--- src/rtl/pipe_hazard_ctrl_seq.sv ---
// Sequential hazard/control unit for the 5-stage Y86-64 pipeline.
// Adds a data-memory wait freeze with timeout, a sticky HALTED state
// and saturating hazard performance counters.
module pipe_hazard_ctrl_seq #(
  parameter int unsigned CNT_W    = 16,
  parameter int unsigned WAIT_MAX = 15,
  parameter int unsigned STAT_W   = 3,
  parameter logic [3:0]  I_RET    = 4'h9,
  parameter logic [3:0]  I_MRMOV  = 4'h5,
  parameter logic [3:0]  I_POP    = 4'hB,
  parameter logic [3:0]  I_JXX    = 4'h7,
  parameter logic [3:0]  R_NONE   = 4'hF
) (
  input  logic              clk,
  input  logic              rst_n,
  input  logic [3:0]        D_icode,
  input  logic [3:0]        d_srcA,
  input  logic [3:0]        d_srcB,
  input  logic [3:0]        E_icode,
  input  logic [3:0]        E_dstM,
  input  logic              e_Cnd,
  input  logic [3:0]        M_icode,
  input  logic              m_req,
  input  logic              m_ready,
  input  logic [STAT_W-1:0] m_stat,
  input  logic [STAT_W-1:0] W_stat,
  input  logic              clr_cnt,
  output logic              F_stall,
  output logic              D_stall,
  output logic              E_stall,
  output logic              M_stall,
  output logic              W_stall,
  output logic              D_bubble,
  output logic              E_bubble,
  output logic              M_bubble,
  output logic              halted,
  output logic              mem_timeout,
  output logic [1:0]        state,
  output logic [CNT_W-1:0]  stall_cnt,
  output logic [CNT_W-1:0]  lu_cnt,
  output logic [CNT_W-1:0]  mp_cnt
);

  localparam int unsigned WCNT_W = 8;
  localparam logic [WCNT_W-1:0] WAIT_LAST = WCNT_W'(WAIT_MAX - 1);

  typedef enum logic [1:0] {
    S_RUN  = 2'd0,
    S_WAIT = 2'd1,
    S_HALT = 2'd2
  } state_t;

  state_t            r_state;
  logic              r_halted;
  logic              r_timeout;
  logic [WCNT_W-1:0] r_wcnt;
  logic [CNT_W-1:0]  r_stall_cnt;
  logic [CNT_W-1:0]  r_lu_cnt;
  logic [CNT_W-1:0]  r_mp_cnt;

  logic w_ret, w_lu, w_mp, w_exc_m, w_exc_w, w_freeze;
  logic w_fs, w_ds, w_es, w_ms, w_ws, w_db, w_eb, w_mb;

  // Raw hazard terms
  assign w_ret   = (D_icode == I_RET) || (E_icode == I_RET) || (M_icode == I_RET);
  assign w_lu    = ((E_icode == I_MRMOV) || (E_icode == I_POP)) && (E_dstM != R_NONE) &&
                   ((E_dstM == d_srcA) || (E_dstM == d_srcB));
  assign w_mp    = (E_icode == I_JXX) && !e_Cnd;
  assign w_exc_m = (m_stat >= STAT_W'(2)) && (m_stat <= STAT_W'(4));
  assign w_exc_w = (W_stat >= STAT_W'(2)) && (W_stat <= STAT_W'(4));

  // Freeze is the unreleased memory wait; a W exception in RUN overrides it
  assign w_freeze = (r_state == S_WAIT) ? !m_ready : (m_req && !m_ready && !w_exc_w);

  // Stage control selection by state
  always_comb begin
    w_fs = 1'b0; w_ds = 1'b0; w_es = 1'b0; w_ms = 1'b0; w_ws = 1'b0;
    w_db = 1'b0; w_eb = 1'b0; w_mb = 1'b0;
    if (r_state == S_HALT) begin
      {w_fs, w_ds, w_es, w_ms, w_ws} = 5'b11111;
      w_mb = 1'b1;
    end else if (w_freeze) begin
      {w_fs, w_ds, w_es, w_ms, w_ws} = 5'b11111;
    end else begin
      w_fs = w_lu | w_ret;
      w_ds = w_lu;
      w_db = w_mp | (w_ret & !w_lu);
      w_eb = w_mp | w_lu;
      w_mb = w_exc_m | w_exc_w;
      w_ws = w_exc_w;
    end
  end

  // Stage controls are held inactive while reset is asserted
  assign F_stall  = rst_n & w_fs;
  assign D_stall  = rst_n & w_ds;
  assign E_stall  = rst_n & w_es;
  assign M_stall  = rst_n & w_ms;
  assign W_stall  = rst_n & w_ws;
  assign D_bubble = rst_n & w_db;
  assign E_bubble = rst_n & w_eb;
  assign M_bubble = rst_n & w_mb;

  // FSM, wait counter, sticky flags and saturating counters
  always_ff @(posedge clk or negedge rst_n) begin
    if (!rst_n) begin
      r_state     <= S_RUN;
      r_halted    <= 1'b0;
      r_timeout   <= 1'b0;
      r_wcnt      <= '0;
      r_stall_cnt <= '0;
      r_lu_cnt    <= '0;
      r_mp_cnt    <= '0;
    end else begin
      case (r_state)
        S_RUN: begin
          if (w_exc_w) begin
            r_state  <= S_HALT;
            r_halted <= 1'b1;
          end else if (w_freeze) begin
            r_wcnt <= WCNT_W'(1);
            if (WAIT_MAX <= 1) begin
              r_state   <= S_HALT;
              r_halted  <= 1'b1;
              r_timeout <= 1'b1;
            end else begin
              r_state <= S_WAIT;
            end
          end
        end
        S_WAIT: begin
          if (m_ready) begin
            r_state <= S_RUN;
            r_wcnt  <= '0;
          end else if (r_wcnt >= WAIT_LAST) begin
            r_state   <= S_HALT;
            r_halted  <= 1'b1;
            r_timeout <= 1'b1;
            r_wcnt    <= r_wcnt + WCNT_W'(1);
          end else begin
            r_wcnt <= r_wcnt + WCNT_W'(1);
          end
        end
        default: begin
          r_state  <= S_HALT;
          r_halted <= 1'b1;
        end
      endcase

      if (clr_cnt) begin
        r_stall_cnt <= '0;
        r_lu_cnt    <= '0;
        r_mp_cnt    <= '0;
      end else if (r_state != S_HALT) begin
        if (w_fs && (r_stall_cnt != '1)) r_stall_cnt <= r_stall_cnt + CNT_W'(1);
        if ((r_state == S_RUN) && w_lu && (r_lu_cnt != '1)) r_lu_cnt <= r_lu_cnt + CNT_W'(1);
        if ((r_state == S_RUN) && w_mp && (r_mp_cnt != '1)) r_mp_cnt <= r_mp_cnt + CNT_W'(1);
      end
    end
  end

  assign halted      = r_halted;
  assign mem_timeout = r_timeout;
  assign state       = r_state;
  assign stall_cnt   = r_stall_cnt;
  assign lu_cnt      = r_lu_cnt;
  assign mp_cnt      = r_mp_cnt;

endmodule

--- config.mk ---
export PLATFORM = sky130hd
export DESIGN_NAME = pipe_hazard_ctrl_seq
export DESIGN_NICKNAME = d
export VERILOG_FILES = /design/src/rtl/pipe_hazard_ctrl_seq.sv
export SDC_FILE = /design/constraint.sdc
export NUM_CORES = 1
export LEC_CHECK = 0
export CAP_MARGIN = 20
export CORE_MARGIN = 2
export CORE_UTILIZATION = 42
export CTS_BUF_LIST = sky130_fd_sc_hd__clkbuf_8 sky130_fd_sc_hd__clkbuf_16
export DETAILED_ROUTE_END_ITERATION = 7
export GPL_ROUTABILITY_DRIVEN = 0
export MAX_ROUTING_LAYER = met4
export PLACE_DENSITY = 0.83
export SLEW_MARGIN = 20
export SYNTH_ARGS = -nofsm -noshare
export SYNTH_HDL_FRONTEND = slang
export SYNTH_SLANG_ARGS = --single-unit
--- constraint.sdc ---
create_clock -name clk -period 2 [get_ports clk]
set_clock_uncertainty 0.1 [all_clocks]
set_input_delay 0.4 -clock clk [delete_from_list [all_inputs] [get_ports clk]]
set_output_delay 0.4 -clock clk [all_outputs]
set_load 0.01 [all_outputs]
# Word level (Yosys, flattened, before mapping)
# Index checks and enable logic that the tools add are counted.
op_classes:
  addsub: 4
  n_mul: 0
  div: 0
  magnitude_cmp: 5
  n_eq_ne: 22
  shift: 0
  muxes: 37
  bitwise_logic: 13
  reduce_logical: 33
op_table:
  columns: ["operator", "count"]
  rows:
  - ["$mux W16", 9]
  - ["$add A16 B1 Y16 const B", 3]
  - ["$ne A16 B16 Y1 const B", 3]
  - ["$mux W8", 3]
  - ["$mux W1", 18]
  - ["$eq A4 B4 Y1 const B", 4]
  - ["$pmux W8 S2", 1]
  - ["$logic_and A1 B1 Y1", 12]
  - ["$ne A2 B2 Y1 const B", 5]
  - ["$reduce_bool A2 Y1", 5]
  - ["$reduce_and A3 Y1", 3]
  - ["$add A8 B1 Y8 const B", 1]
  - ["$and A1 B1 Y1", 8]
  - ["$eq A4 B3 Y1 const B", 2]
  - ["$eq A4 B4 Y1", 2]
  - ["$ge A8 B4 Y1 const B", 1]
  - ["$mux W2", 4]
  - ["$reduce_and A2 Y1", 4]
  - ["$ge A3 B2 Y1 const B", 2]
  - ["$le A3 B3 Y1 const B", 2]
  - ["$logic_not A1 Y1", 4]
  - ["$logic_or A1 B1 Y1", 4]
  - ["$ne A4 B4 Y1 const B", 1]
  - ["$or A1 B1 Y1", 4]
  - ["9 further kinds", 9]
totals:
  regBits: 60
  latchBits: 0
  ram_bits: 0
  romBits: 0
  inputBits: 36
  output_inout_bits: 60
  word_cells: 121
  n_memories: 0

# Logic depth before layout (Yosys ltp)
# Gate-level depths: netlist (run 1).
depth:
  ltp_word: 11
  ltp_mapped: 9
  depth_no_buf: 7

# Worst setup path before layout (run 1)
# Ideal clock, no wire load.
synth_path:
  path_type: "reg2reg"
  from: "reg r_stall_cnt[0] (netlist: stall_cnt[0])"
  to: "reg r_stall_cnt[1] (netlist: stall_cnt[1])"
  setup_time_ns: 0.132
  t_arrival_ns: 1.957
  required_ns: 1.768
  slack_ns: -0.189
  stages_incl_launch_ff: 10
  path_buffers: 2
  synth_period_minus_slack_ns: 2.189
  path_cell_list: "dfrtp_1 > ha_1 > nand3_1 > nor3_1 > a41oi_2 > o21ai_2 > buf_6 > buf_4 > mux2i_1 > nor2_1"
synth_via:
  elab_chain_len: 4
  elab_cells_between_ends: 8
  cone_classes: "1 x add/sub; 1 x eq/ne; 3 x mux; 3 x reduce/logical"
synth_lines:
  columns: ["element", "line", "source"]
  rows:
  - ["start, declared", "57", "logic [CNT_W-1:0] r_stall_cnt;"]
  - ["start signal, assigned", "155", "if (w_fs && (r_stall_cnt != '1)) r_stall_cnt <= r_stall_cnt + CNT_W'(1);"]
  - ["$add A16 B1 Y16 / $ne A16 B16 Y1 (equally long branches)", "155", null]
  - ["$mux W16 / $logic_and A1 B1 Y1 (equally long branches)", "155", null]
  - ["$mux W16 / $reduce_bool A2 Y1 (equally long branches)", null, null]
  - ["$mux W16 / $reduce_and A2 Y1 (equally long branches)", null, null]
# Several ways; a longest one is shown, not always the timed one. The select of a mux whose other input is x is not followed.
# A chain may end at the register's enable or synchronous reset.

# Worst setup path in the final report (run 1)
layout_path:
  from: "reg r_state[1] (netlist: state[1])"
  to: "out D_bubble"
layout_via:
  elab_chain_len: 5
  elab_cells_between_ends: 6
  cone_classes: "2 x eq/ne; 3 x mux; 1 x bitwise"
layout_lines:
  columns: ["element", "line", "source"]
  rows:
  - ["start, declared", "53", "state_t r_state;"]
  - ["start signal, assigned", "107", "r_state <= S_RUN;"]
  - ["start signal, assigned", "118", "r_state <= S_HALT;"]
  - ["start signal, assigned", "123", "r_state <= S_HALT;"]
  - ["$eq A2 B1 Y1", "73", "assign w_freeze = (r_state == S_WAIT) ? !m_ready : (m_req && !m_ready && !w_exc_w);"]
  - ["$mux W1", "73", null]
  - ["$mux W1", "82", "end else if (w_freeze) begin"]
  - ["$mux W1 (*)", "79", "if (r_state == S_HALT) begin"]
  - ["$and A1 B1 Y1 (*)", "100", "assign D_bubble = rst_n & w_db;"]
  - ["end, declared", "33", "output logic D_bubble,"]
# Every way passes the cells marked *; elsewhere a longest branch is shown, timed or not.

==> results of run 1 <==
[per-layer routing]
metal,GRT usage (%),vias up,part of all wire (%)
met4,5.68,0,2.0
met3,5.59,23,5.0
met1,28.5,1755,40
li1,-,1687,-
met5,-,-,0
met2,43.9,126,53
[power groups by stage]
stage | combinational [W] | sequential, W | clock, W
3_5_place_dp | 0.000252 | 0.00125 | 0
6_report | 0.000266 | 0.00123 | 0.00103
2_1_floorplan | 0.0000861 | 0.00125 | 0
4_1_cts | 0.000256 | 0.00123 | 0.00104
3_3_place_gp | 0.000245 | 0.00125 | 0
5_1_grt | 0.000290 | 0.00123 | 0.00110
[logic make-up (layout without fill, tap and decap cells)]
logic type	count (synthesis)	in the layout	share of synthesized area, %
fa+ha+maj	5	5	1.80
buf+inv	22	197	2.92
compound gates	70	70	13.0
flops	60	60	43.2
xor+xnor	38	38	10.4
mux	3	3	0.864
simple gates	176	176	27.8
[per-stage QoR]
| stage | instance area, um2 | std cells |
|---|---|---|
| floorplan | 3540 | 374 |
| global route | 5640 | 654 |
| global placement | 5020 | 623 |
| detailed placement | 5020 | 623 |
| finish | 5640 | 654 |
| CTS | 5390 | 648 |
[synth_stat cells, types with 2 or more instances]
library cell / count
o2111ai_1: 3
a31oi_1: 4
xor2_1: 21
o21a_1: 2
buf_4: 2
ha_1: 5
o31ai_1: 3
xnor2_1: 13
nor3b_1: 3
or2_2: 2
nor3_1: 5
nand2b_1: 4
and2_1: 6
mux2i_1: 3
xnor2_2: 4
nand3_1: 24
o21ai_0: 28
and3_1: 10
buf_2: 3
or4_1: 3
a21o_1: 2
or3_1: 13
a21oi_1: 17
nand2_1: 19
nand4_1: 17
clkbuf_1: 8
nor2_1: 50
dfrtp_1: 60
nor2b_1: 6
nor4bb_1: 3
inv_1: 8
and4_1: 3
[final timing paths]
path / start / end / slack [ns]
hold / removal: rst_n / r_wcnt[0] / 0.11
setup / recovery: state[1] / D_bubble / -0.14
min in group clk: mem_timeout / mem_timeout / 0.37
hold reg to reg: mem_timeout / mem_timeout / 0.37
setup reg to reg: state[1] / stall_cnt[11] / -0.11
max in group asynchronous: rst_n / halted / 1.08
[worst register-to-register path, stage by stage (launching register included)]
cell and delay [ns]:
dfrtp_1 0.41, buf_6 0.13, nor3b_4 0.25, nor2_4 0.08, buf_6 0.12, nand3_4 0.06
buf_6 0.13, o21ai_4 0.09, buf_6 0.16, or3_4 0.37, a21oi_2 0.13
[area by class of cell]
class | count | area [um2]
Multi-Input combinational cell | 292 | 2290
Fill cell | 606 | 2490
Timing Repair Buffer | 174 | 1500
Inverter | 8 | 30.0
Clock inverter | 2 | 8.76
Tap cell | 105 | 131
Clock buffer | 13 | 179
Sequential cell | 60 | 1500
[registers in the layout, indices dropped and copies added (netlist names)]
signal,flops
lu_cnt,16
mp_cnt,16
stall_cnt,16
r_wcnt,8
state,2
halted,1
mem_timeout,1
[repair_timing]
action / 4_1_cts / 5_1_grt
gates cloned: 1 / 0
hold buffers: 1 / 0
gates resized for setup: 162 / 47
setup buffers: 12 / 8
endpoints found under the hold margin: 2 / 0
endpoints found under the setup margin: 49 / 32
pin swaps: 33 / 37
==> summary.md, run 1 <==
| Metric | Value |
|---|---|
| Status | finished with violations |
| Violations in the final reports | negative setup slack |
| Crit path max-delay family | simple AND/OR/NAND/NOR gates |
| Final Util | 69.4% |
| Slew headroom | 73.3% |
| Die Ht | 95.0 um |
| RSZ-0062 raised after global routing | yes |
| Seq/Total Area, Yosys | 43.2% |
| Worst hold path type | input pin to async pin |
| Psw | 0.000601 W |
| Mapped Nets | 415 |
| CP dominant cell by count | buf_6 |
| Row cnt | 33 |
| Maximum VDD drop | 0.287 mV |
| Avg WL per Cell | 16.9 um |
| Max incr delay on CP | 0.41 ns |
| Post-synth EDFFs | 0 |
| H-tree depth | 3 |
| Post-route ant nets | 0 |
| Clock transition at path regs | 0.06 ns |
| Seq pwr share | 48.8% |
| Fin Setup TNS | -1.48 ns |
| Largest net degree at the start of global routing | 42 |
| Hold slack final | 0.107 ns |
| Yosys reg bits | 60 |
| Vias per std cell | 5.49 |
| Commonest non-fill, non-tap cells in the layout | 66 x buf_4, 58 x dfrtp_1, 54 x clkdlybuf4s50_1 |
| Synth area leader | dfrtp_1 |
| Area grow syn2layout | 62.4% |
| Most common cell after layout, fill and taps aside | buf_4 |
| Ports | 96 |
| Setup ws final | -0.143 ns |
| Die Area | 0.00902 mm2 |
| Yosys top cell area share | 43.2% |
| Max-Cap Viols | 0 |
| Clock Latency Late Sink | 0.33 ns |
| Number of diodes | 0 |
| Fmax | 467 MHz |
| CP Class | register to primary output |
| IO Port Bufs | 95 |
| Switching share of power | 23.8% |
| Cell variety after synth | 52 |
| LEAKAGE | 2.44 nW |
| Internal | 0.00192 W |
| Pwr/cell area | 447 mW/mm2 |
| Starting density of the core | 42.7% |
| Post-Syn Area | 0.00347 mm2 |
| Combinational power share | 10.5% |
| Slew @ Worst Pin | 0.401 ns |
| Worst path depth | 6 |
| DR iter-0 viols | 116 |
| Final hold violations | 0 |
| Antenna violations before repair | 0 |
| Sinks on Clock Net | 60 |
| Critical Path, Cell by Cell | buf_6 > nor3b_4 > nor2_4 > and2_4 > and3_4 > buf_6 |
| Final-report setup violation count | 19 |
| DRC | 0 |
| FF-to-FF path depth | 10 |
| DR pass1 iterations | 5 |
| DR vias | 3,591 |
| Global-route wire length before repair | 16,800 um |
| TritonCTS clock tree | yes |
| Inserted Clock Buffers | 9 |
| Width of the die | 95.0 um |
| Worst path arrival time | 1.64 ns |
| Grt ovf | 0 |
| Share of the clock period used by the worst path | 107% |
| Setup crit start kind | register |
| Final Max Tran Viols | 0 |
| Setup WS pre-CTS | -0.944 ns |
| Post-synthesis cell count | 374 |
| Critical path peak fanout | 3 |
| Max Root-Sink Buffers | 2 |
| Syn_area_per_cell | 9.29 um2 |
| Async set-reset flop share out of synthesis | 100% |
| WL final | 11,100 um |
| Number of global-route vias before repair | 3,573 |
| Final Power | 0.00252 W |
| Dpl hpwl | 7310 um |
| Synth top area cells | dfrtp_1 43%, nor2_1 5.4%, xor2_1 5.3%, o21ai_0 4.0%, nand3_1 3.5% |
| Clock Tree Root | clkbuf_8 |
| Clock power frac | 40.6% |
| Top_reg_cell synth | dfrtp_1 |
| Layout net count | 586 |
| GR Util All Layers | 24.8% |
| Ratio of cells with drive above 1 in the final layout | 35.0% |
| Synth warnings | 0 |
| CP required | 1.50 ns |
| Crit path buf inv count | 2 |
| Fin crit period | 2.14 ns |
| Setup crit end kind | primary output |
| Crit-path slowest cell | dfrtp_1 |
| Core area | 0.00813 mm2 |
(Power assumes the default switching activity.)
==> run 2, diff against run 1 <==
--- a/config.mk
+++ b/config.mk
@@ -13,6 +13,7 @@
 export GPL_ROUTABILITY_DRIVEN = 0
 export MAX_ROUTING_LAYER = met4
 export PLACE_DENSITY = 0.83
+export SKIP_CTS_REPAIR_TIMING = 1
 export SLEW_MARGIN = 20
 export SYNTH_ARGS = -nofsm -noshare
 export SYNTH_HDL_FRONTEND = slang
==> run 2 against run 1 <==
Net effect:
- the flow still finishes with violations (negative setup slack)
- count of clock-buffer cells in the layout stayed put
- sequential power about the same
- critical path depth rose by 2
- global-route usage decreased by 2.3 points
- non-clock buffer count fell by 8
- largest cell class unchanged
- largest power group unchanged
==> summary.md, run 2 (synthesized netlist as in run 1, its figures left out) <==
| Metric | Value |
|---|---|
| Core area | 0.00813 mm2 |
| Final Max Tran Viols | 0 |
| Antenna violations before repair | 0 |
| Seq pwr share | 48.9% |
| Largest net degree at the start of global routing | 42 |
| Share of the clock period used by the worst path | 106% |
| Area grow syn2layout | 60.8% |
| DRC | 0 |
| Violations in the final reports | negative setup slack |
| GR Util All Layers | 22.4% |
| Grt ovf | 0 |
| Die Area | 0.00902 mm2 |
| Status | finished with violations |
| Slew @ Worst Pin | 0.409 ns |
| Clock Latency Late Sink | 0.33 ns |
| Switching share of power | 23.7% |
| Setup crit start kind | input pin |
| CP required | 1.50 ns |
| Post-route ant nets | 0 |
| Maximum VDD drop | 0.325 mV |
| Clock power frac | 40.7% |
| Clock Tree Root | clkbuf_8 |
| Number of global-route vias before repair | 3,365 |
| Max-Cap Viols | 0 |
| WL final | 10,600 um |
| H-tree depth | 3 |
| FF-to-FF path depth | 10 |
| Setup crit end kind | primary output |
| Post-Place Cell Area | 0.00502 mm2 |
| Pwr/cell area | 451 mW/mm2 |
| TritonCTS clock tree | yes |
| Fin crit period | 2.11 ns |
| RSZ-0062 raised after global routing | yes |
| Fmax | 473 MHz |
| Post-Layout Inst Area | 0.00559 mm2 |
| Clock transition at path regs | 0.07 ns |
| Inserted Clock Buffers | 9 |
| Setup ws final | -0.113 ns |
| Avg WL per Cell | 16.4 um |
| Final hold violations | 0 |
| Worst path arrival time | 1.61 ns |
| Reg2reg start | state[0] |
| Internal | 0.00192 W |
| Width of the die | 95.0 um |
| IO Port Bufs | 95 |
| Reg-to-reg setup timing slack | -0.03 ns |
| DR pass1 iterations | 4 |
| Slew headroom | 72.7% |
| Final Util | 68.7% |
| Layout net count | 578 |
| Commonest non-fill, non-tap cells in the layout | 58 x buf_4, 57 x dfrtp_1, 55 x clkdlybuf4s50_1 |
| Sinks on Clock Net | 60 |
| Reg2Reg Capture Point | stall_cnt[1] |
| Starting density of the core | 42.7% |
| Die Ht | 95.0 um |
| Combinational power share | 10.4% |
| Worst hold path type | input pin to async pin |
| Final Power | 0.00252 W |
| Psw | 0.000597 W |
| Ports | 96 |
| Fin Setup TNS | -0.416 ns |
| Critical path peak fanout | 3 |
| Row cnt | 33 |
| LEAKAGE | 2.54 nW |
| DR iter-0 viols | 117 |
| Max Root-Sink Buffers | 2 |
| Global-route wire length before repair | 15,400 um |
| Final-report setup violation count | 8 |
| CP Class | input pin to primary output |
| Vias per std cell | 5.46 |
| Dpl hpwl | 7310 um |
| Most common cell after layout, fill and taps aside | buf_4 |
| DR vias | 3,532 |
| Ratio of cells with drive above 1 in the final layout | 31.4% |
| Hold slack final | 0.0763 ns |
[run 2: power by group through the flow]
| stage | sequential (W) | combinational [W] | clock [W] |
|---|---|---|---|
| 6_report | 0.00123 | 0.000261 | 0.00103 |
| 5_1_grt | 0.00123 | 0.000285 | 0.00110 |
| 4_1_cts | 0.00123 | 0.000254 | 0.00104 |
| 3_5_place_dp | 0.00125 | 0.000252 | 0 |
| 3_3_place_gp | 0.00125 | 0.000245 | 0 |
| 2_1_floorplan | 0.00125 | 0.0000861 | 0 |
[run 2: stage by stage]
stage | cells | setup slack (ns)
after floorplan | 374 | -0.0248
after global placement | 623 | -0.902
after detailed placement | 623 | -0.944
after CTS | 638 | -0.952
after global routing | 646 | -0.187
final | 647 | -0.113
[run 2: metal layers]
metal | up-vias | GRT usage (%) | wire length (um)
met2 | 130 | 39.2 | 5490
met5 | - | - | 0
met4 | 0 | 5.80 | 215
li1 | 1683 | - | -
met3 | 22 | 5.19 | 538
met1 | 1697 | 25.9 | 4390
[run 2: critical path: stages]
cell	delay, ns
clkbuf_2	0.13
xnor2_1	0.18
nand4_2	0.16
a21oi_4	0.23
buf_6	0.13
nand2b_1	0.09
and3_1	0.15
buf_2	0.13
[run 2: worst max-delay path by stage]
stage,cells after the start,slack (ns),from,end
floorplan,8,-0.02,lu_cnt[0],lu_cnt[7]
global placement,7,-0.90,E_dstM[2],E_bubble
detailed placement,7,-0.94,E_dstM[0],E_bubble
CTS,7,-0.95,E_dstM[0],E_bubble
global route,8,-0.19,d_srcB[3],E_bubble
finish,8,-0.11,E_dstM[0],E_bubble
[run 2: cell type report]
class | count | area (um2)
sequential | 60 | 1510
fill | 613 | 2550
tap | 105 | 131
timing repair buffer | 166 | 1500
antenna | 1 | 2.50
inverter | 8 | 30.0
multi-input combinational | 292 | 2230
clock buffer | 13 | 179
clock inverter | 2 | 8.76
